### config.mk
export PLATFORM = sky130hd
export DESIGN_NAME = dcache_miss_controller
export DESIGN_NICKNAME = d
export VERILOG_FILES = /design/src/rtl/dcache_miss_controller.sv
export SDC_FILE = /design/constraint.sdc
export NUM_CORES = 1
export LEC_CHECK = 0
export ABC_AREA = 1
export CAP_MARGIN = 5
export CORE_ASPECT_RATIO = 0.75
export CORE_MARGIN = 2
export CORE_UTILIZATION = 45
export CTS_BUF_LIST = sky130_fd_sc_hd__clkbuf_8
export CTS_CLUSTER_SIZE = 24
export DETAILED_ROUTE_END_ITERATION = 7
export PLACE_DENSITY = 0.71
export SKIP_LAST_GASP = 1
export SYNTH_ARGS = -nofsm -noshare
export SYNTH_HDL_FRONTEND = slang
export SYNTH_SLANG_ARGS = --single-unit
### constraint.sdc
create_clock -name clk -period 2.55 [get_ports clk]
set_input_delay 0.255 -clock clk [delete_from_list [all_inputs] [get_ports clk]]
set_output_delay 0.255 -clock clk [all_outputs]
set_load 0.02 [all_outputs]
### src/rtl/dcache_miss_controller.sv
// dcache_miss_controller
//   Sequencing FSM for the direct-mapped, write-through, no-write-allocate
//   data cache in the MEM stage. Stalls the pipeline on a load miss or a
//   store, refills a missing line word by word from main memory, drives the
//   data/tag array write enables and keeps saturating load hit/miss counters.
//
// Ports
//   clk         system clock, rising edge
//   rst         asynchronous active-low reset
//   mem_read    load in MEM stage
//   mem_write   store in MEM stage
//   hit         tag match and valid for the current address
//   mem_ready   main-memory completion strobe for the current word
//   stall       freeze PC and pipeline registers
//   mem_rd_req  main-memory read request (level-held)
//   mem_wr_req  main-memory write request (write-through, level-held)
//   word_idx    word offset for the fill read and the data-array write
//   fill_we     write the memory word into the data array at word_idx
//   store_we    write pipeline store data into the data array (store hit)
//   tag_we      write tag and set valid for the current index
//   hit_count   load hits, saturating
//   miss_count  load misses, saturating

module dcache_miss_controller #(
   parameter int BLOCK_WORDS = 4,
   parameter int WORD_BITS   = 2,
   parameter int CNT_W       = 16
) (
   input  logic                 clk,
   input  logic                 rst,
   input  logic                 mem_read,
   input  logic                 mem_write,
   input  logic                 hit,
   input  logic                 mem_ready,
   output logic                 stall,
   output logic                 mem_rd_req,
   output logic                 mem_wr_req,
   output logic [WORD_BITS-1:0] word_idx,
   output logic                 fill_we,
   output logic                 store_we,
   output logic                 tag_we,
   output logic [CNT_W-1:0]     hit_count,
   output logic [CNT_W-1:0]     miss_count
);

   typedef enum logic [1:0] {
      IDLE   = 2'd0,
      FILL   = 2'd1,
      UPDATE = 2'd2,
      WRITE  = 2'd3
   } state_t;

   localparam logic [WORD_BITS-1:0] LAST_WORD = WORD_BITS'(BLOCK_WORDS - 1);
   localparam logic [CNT_W-1:0]     CNT_MAX   = {CNT_W{1'b1}};

   state_t               state;
   state_t               next_state;
   logic [WORD_BITS-1:0] counter;
   logic [WORD_BITS-1:0] counter_next;
   logic                 replay;
   logic                 replay_next;
   logic                 hit_inc;
   logic                 miss_inc;

   // State, word counter and replay flag registers.
   always_ff @(posedge clk or negedge rst) begin
      if (!rst) begin
         state   <= IDLE;
         counter <= {WORD_BITS{1'b0}};
         replay  <= 1'b0;
      end else begin
         state   <= next_state;
         counter <= counter_next;
         replay  <= replay_next;
      end
   end

   // Saturating load hit/miss statistics counters.
   always_ff @(posedge clk or negedge rst) begin
      if (!rst) begin
         hit_count  <= {CNT_W{1'b0}};
         miss_count <= {CNT_W{1'b0}};
      end else begin
         if (hit_inc && (hit_count != CNT_MAX)) begin
            hit_count <= hit_count + CNT_W'(1);
         end
         if (miss_inc && (miss_count != CNT_MAX)) begin
            miss_count <= miss_count + CNT_W'(1);
         end
      end
   end

   // Next-state and output decode. Everything is forced low while rst is
   // asserted so no request or array write can leak out during reset, even
   // though stall/store_we/fill_we are combinational on the inputs.
   always_comb begin
      next_state   = state;
      counter_next = counter;
      replay_next  = replay;
      hit_inc      = 1'b0;
      miss_inc     = 1'b0;
      stall        = 1'b0;
      mem_rd_req   = 1'b0;
      mem_wr_req   = 1'b0;
      word_idx     = {WORD_BITS{1'b0}};
      fill_we      = 1'b0;
      store_we     = 1'b0;
      tag_we       = 1'b0;

      if (!rst) begin
         next_state = IDLE;
      end else begin
         case (state)
            IDLE: begin
               // A load wins over a store if the decoder ever raises both.
               if (mem_read) begin
                  if (hit) begin
                     // The first hit after a refill is the replayed miss
                     // and must not be counted a second time.
                     hit_inc     = ~replay;
                     replay_next = 1'b0;
                  end else begin
                     stall        = 1'b1;
                     miss_inc     = 1'b1;
                     counter_next = {WORD_BITS{1'b0}};
                     next_state   = FILL;
                  end
               end else if (mem_write) begin
                  stall      = 1'b1;
                  store_we   = hit;
                  next_state = WRITE;
               end else begin
                  next_state = IDLE;
               end
            end

            FILL: begin
               stall      = 1'b1;
               mem_rd_req = 1'b1;
               word_idx   = counter;
               if (mem_ready) begin
                  fill_we      = 1'b1;
                  counter_next = counter + WORD_BITS'(1);
                  if (counter == LAST_WORD) begin
                     next_state = UPDATE;
                  end else begin
                     next_state = FILL;
                  end
               end else begin
                  next_state = FILL;
               end
            end

            UPDATE: begin
               stall       = 1'b1;
               tag_we      = 1'b1;
               replay_next = 1'b1;
               next_state  = IDLE;
            end

            WRITE: begin
               // Releasing stall in the completion cycle lets the store
               // retire without an extra bubble.
               mem_wr_req = 1'b1;
               stall      = ~mem_ready;
               if (mem_ready) begin
                  next_state = IDLE;
               end else begin
                  next_state = WRITE;
               end
            end

            default: begin
               next_state = IDLE;
            end
         endcase
      end
   end

endmodule

# --- Yosys cells after proc, flatten, opt, wreduce, memory -nomap -nowiden ---
# Index checks and enable logic that the tools add are counted.
classes:
  addsub: 3
  mul: 0
  div_mod_pow: 0
  n_lt_le_gt_ge: 0
  eq_ne: 11
  n_shift: 0
  n_mux: 42
  n_bitwise: 2
  n_reduce_logical: 8
op_table:
  columns: ["cell", "count"]
  rows:
  - ["adder 16 x 1 -> 16 bit (second input constant)", 2]
  - ["!= test 16 bit (second input constant)", 2]
  - ["two-way mux 1 bit", 26]
  - ["two-way mux 2 bit", 12]
  - ["!= test 2 bit (second input constant)", 4]
  - ["case mux 2 bit (4 select lines)", 1]
  - ["== test 2 bit (second input constant)", 3]
  - ["AND reduction 5 bit", 1]
  - ["!= test 4 bit (second input constant)", 1]
  - ["case mux 2 bit (2 select lines)", 1]
  - ["AND reduction 4 bit", 1]
  - ["nonzero test 2 bit", 2]
  - ["case mux 1 bit (3 select lines)", 1]
  - ["adder 2 x 1 -> 2 bit (second input constant)", 1]
  - ["== test 2 x 1 -> 1 bit (second input constant)", 1]
  - ["logical AND 1 bit", 2]
  - ["logical NOT 2 bit", 1]
  - ["inverter 1 bit", 2]
  - ["case mux 1 bit (2 select lines)", 1]
  - ["OR reduction 2 bit", 1]
totals:
  register_bits: 37
  latchBits: 0
  ramBits: 0
  romBits: 0
  out_inout_bits: 40
  word_cells: 71
  mem_count: 0

# --- Longest topological paths before layout ---
depth:
  ltp_word: 6
  ltp_mapped: 9
  mapped_depth_nobuf: 9

# --- Worst setup path before layout ---
# No wires, ideal clock.
synth_path:
  path_kind: "reg2reg"
  from: "register hit_count[0]"
  to: "register hit_count[10]"
  setup_ns: 0.118
  arrival_ns: 1.559
  path_slack_ns: 0.873
  path_stages_with_launch: 10
  period_less_slack_ns: 1.677
  path_cell_list: "dfrtp_1 -> ha_1 -> nand3_1 -> inv_1 -> nand2_1 -> nor2_1 -> nor2_4 -> buf_6 -> nand2_1 -> o21ai_2"
synth_via:
  elab_chain_cells: 2
  word_cells_on_any_way: 3
  classes_between: "add/sub (1); eq/ne (1); reduce/logical (1)"
synth_rtl:
  columns: ["item", "line", "source"]
  rows:
  - ["start, declared", "42", "output logic [CNT_W-1:0] hit_count,"]
  - ["start signal, assigned", "81", "hit_count <= {CNT_W{1'b0}};"]
  - ["start signal, assigned", "85", "hit_count <= hit_count + CNT_W'(1);"]
  - ["branches (longest 2 deep; another with adder 16 x 1 -> 16 bit)", null, null]
# Parallel ways; which one is timed is not known.
# A chain may end at the register's enable or synchronous reset.

# --- Worst setup path in the final report ---
layout_path:
  from: "input rst"
  to: "output store_we"
layout_via:
  elab_chain_cells: 1
layout_rtl:
  columns: ["item", "line", "source"]
  rows:
  - ["start, declared", "30", "input logic rst,"]
  - ["two-way mux 1 bit", "110", "if (!rst) begin"]
  - ["end, declared", "40", "output logic store_we,"]
# No other way between the ends.

==> metrics <==
DR vias/cell=~4.8; worst path required time=2300 ps; CTS Buffer Depth=2; VDD IR-drop max=442 uV; total core area=between 5000 and 6000 um^2; cell count after synthesis=354; RSZ-0062 raised after global routing=no; I/O pin cnt=between 40 and 50; initial core utilization=between 40 and 50%; Final Hold Viols=0; setup TNS=0 ps; drt total wl=roughly 5500 um; Net Count, Synth=around 370; final RePlAce weighted congestion=0.910; Initial DRT Pass Iterations=4; layout cells sized above 1=slightly above 6%; first-pass GRT wire length=9430 um; PortBufs=45; Clk pin slew, worst setup/hold paths=approximately 80 ps; Hold Crit Class=in2async; Rows=23; Crit. End Element=output pin; Seq/Total Area, Yosys=about two fifths; MaxCap Viol Count=0; Mapped Area=approximately 2400 um^2; GRT Total Usage=20.2%; Final setup viols=0; GRT Residual Overflow=0; Crit Path Class=in2out; Final Critical Period=between 2000 and 2500 ps; Post-DRT Antenna Nets=0; Least-Margin Pin Slew=about 380 ps; Distinct cells, synth=24; critical path arrival=2060 ps; Max FO, Critical Path=17; routed len/inst=about 11 um; Top FF cell, synth=dfrtp_1; worst rel slew slack=between 70 and 80%; outcome=finished, final reports clean; Die X=88.7 um; # DRC=0; largest family of logic cells by synthesized area=simple AND/OR/NAND/NOR gates; multiplexer share of the synthesized area=0%; P_leak=1.42 nW; ys async rst share=100%; Startpoint Class=primary input; simple-gate share of the synthesized area=between 30% and 40%; largest net degree at the start of global routing=18; vias in the first global route=about 2.1k; Area after DPL=just under 3000 um^2; post-layout instance area=just over 3000 um^2; number of synthesized register bits=37; fmax=around 0.43 GHz; CTS tree=yes; DP HPWL=about 4300 um; CTS root buffer=clkbuf_8; Setup Fix Bufs, Post-CTS=0; Clock Sinks=37; die span in y=67.5 um; number of H-tree levels=2; fraction of the mapped netlist area in adder cells=between 4 and 5%; EDFF count, synth=0; Compound-Gate Fraction of Synth Area=slightly below 7%; clk_lat worst skew=300 ps; fin. max-slew vios=0; Pwr Total=between 2 and 2.5 mW; CTS Buf Count=5; Yosys warnings=0; syn avg cell area=6.84 um^2; initial antenna violation count=0; Layout Skew=~15 ps; ant diodes=0; post-synthesis xor/xnor area fraction=roughly 4%; Layout area overhead=26.1%; via count=2319; # nets final=roughly 420; crit share post-route=90.6%; Initial DRC Count=between 100 and 150; PwrDens=756 nW/um^2; area of the die=5990 um^2
-- path summary, 6_finish.rpt --
kind                             from            end  slack [ps]  depth (start not counted)
max in group asynchronous         rst  miss_count[8]        1590                          3
max reg2reg                  state[0]   hit_count[3]         610                          9
max                               rst       store_we         240                          5
min                               rst  miss_count[9]         400                          2
min reg2reg                counter[1]     counter[1]         520                          2
min in group clk           counter[1]     counter[1]         520                          2
-- cell families after synthesis --
logic type                 after synthesis
AOI/OAI and AO/OA                       26
adders and majority gates                8
and+or+nand+nor                        227
xor gates and xnor gates                11
buffers and inverters                   45
DFF                                     37
-- flip-flops by register name, indices dropped and copies added, names as in the netlist --
| name | cells |
|---|---|
| state | 2 |
| miss_count | 16 |
| replay | 1 |
| counter | 2 |
| hit_count | 16 |
-- metal layers --
| metal | GRT usage (%) | part of all wire [%] | up-vias |
|---|---|---|---|
| met1 | 29.1 | 52 | 1062 |
| met4 | 3.79 | 0.71 | 0 |
| met2 | 30.5 | 43 | 37 |
| met5 | 0 | 0 | - |
| li1 | - | - | 1215 |
| met3 | 5.87 | 4.1 | 5 |
-- stage by stage --
| stage | cells | utilization (%) | worst slack, ps | hold WS, ps |
|---|---|---|---|---|
| after floorplan | 354 | - | 873 | -40.6 |
| after global placement | 475 | 56.1 | 550 | 189 |
| after detailed placement | 475 | 56.1 | 527 | 193 |
| after CTS | 483 | 57.9 | 211 | 406 |
| after global routing | 483 | 57.9 | 95.5 | 439 |
| final | 483 | 57.9 | 239 | 405 |
-- where the power goes --
group | switching, mW | internal [mW] | total [mW]
sequential | 0.181 | 0.729 | 0.910
clock | 0.208 | 0.210 | 0.418
combinational | 0.550 | 0.429 | 0.979
-- cells in the mapped netlist (all sizes together), types with 3 or more instances --
| cell type | count | area share, % |
|---|---|---|
| o22ai | 4 | 1.0 |
| ha | 8 | 4.1 |
| dfrtp | 37 | 38 |
| buf | 3 | 1.4 |
| o21ai | 19 | 4.9 |
| nand4 | 7 | 1.8 |
| nor3 | 3 | 1.1 |
| xor2 | 9 | 3.3 |
| nand2 | 151 | 24 |
| nor2 | 44 | 7.5 |
| nand3 | 20 | 4.1 |
| inv | 42 | 6.5 |
-- critical path: stages --
cell and delay, ps:
dlygate4sd3_1 520, buf_2 340, inv_2 110, nor3_1 200
clkdlybuf4s50_1 630
-- what timing repair did --
| item | in CTS | in global routing |
|---|---|---|
| gates resized for setup | 0 | 0 |
| hold buffers | 1 | 0 |
| hold endpoints to repair | 9 | 0 |
-- cell type report --
type	count	area, um^2
Fill cell	510	2210
Multi-Input combinational cell	272	1300
Sequential cell	37	926
Timing Repair Buffer	50	485
Inverter	42	158
Tap cell	75	93.8
Clock buffer	6	82.6
Clock inverter	1	3.75
-- cells in the final DEF (no fill, tap or decap), types with 7 or more instances in the layout --
cell type	netlist	routed
clkdlybuf4s50_1	0	44
dfrtp_1	37	37
ha_1	8	8
inv_1	40	41
nand2_1	149	149
nand3_1	20	20
nand4_1	7	7
nor2_1	41	41
o21ai_0	13	13
xor2_1	9	9
Note: power is estimated with default switching activity, not from simulation.
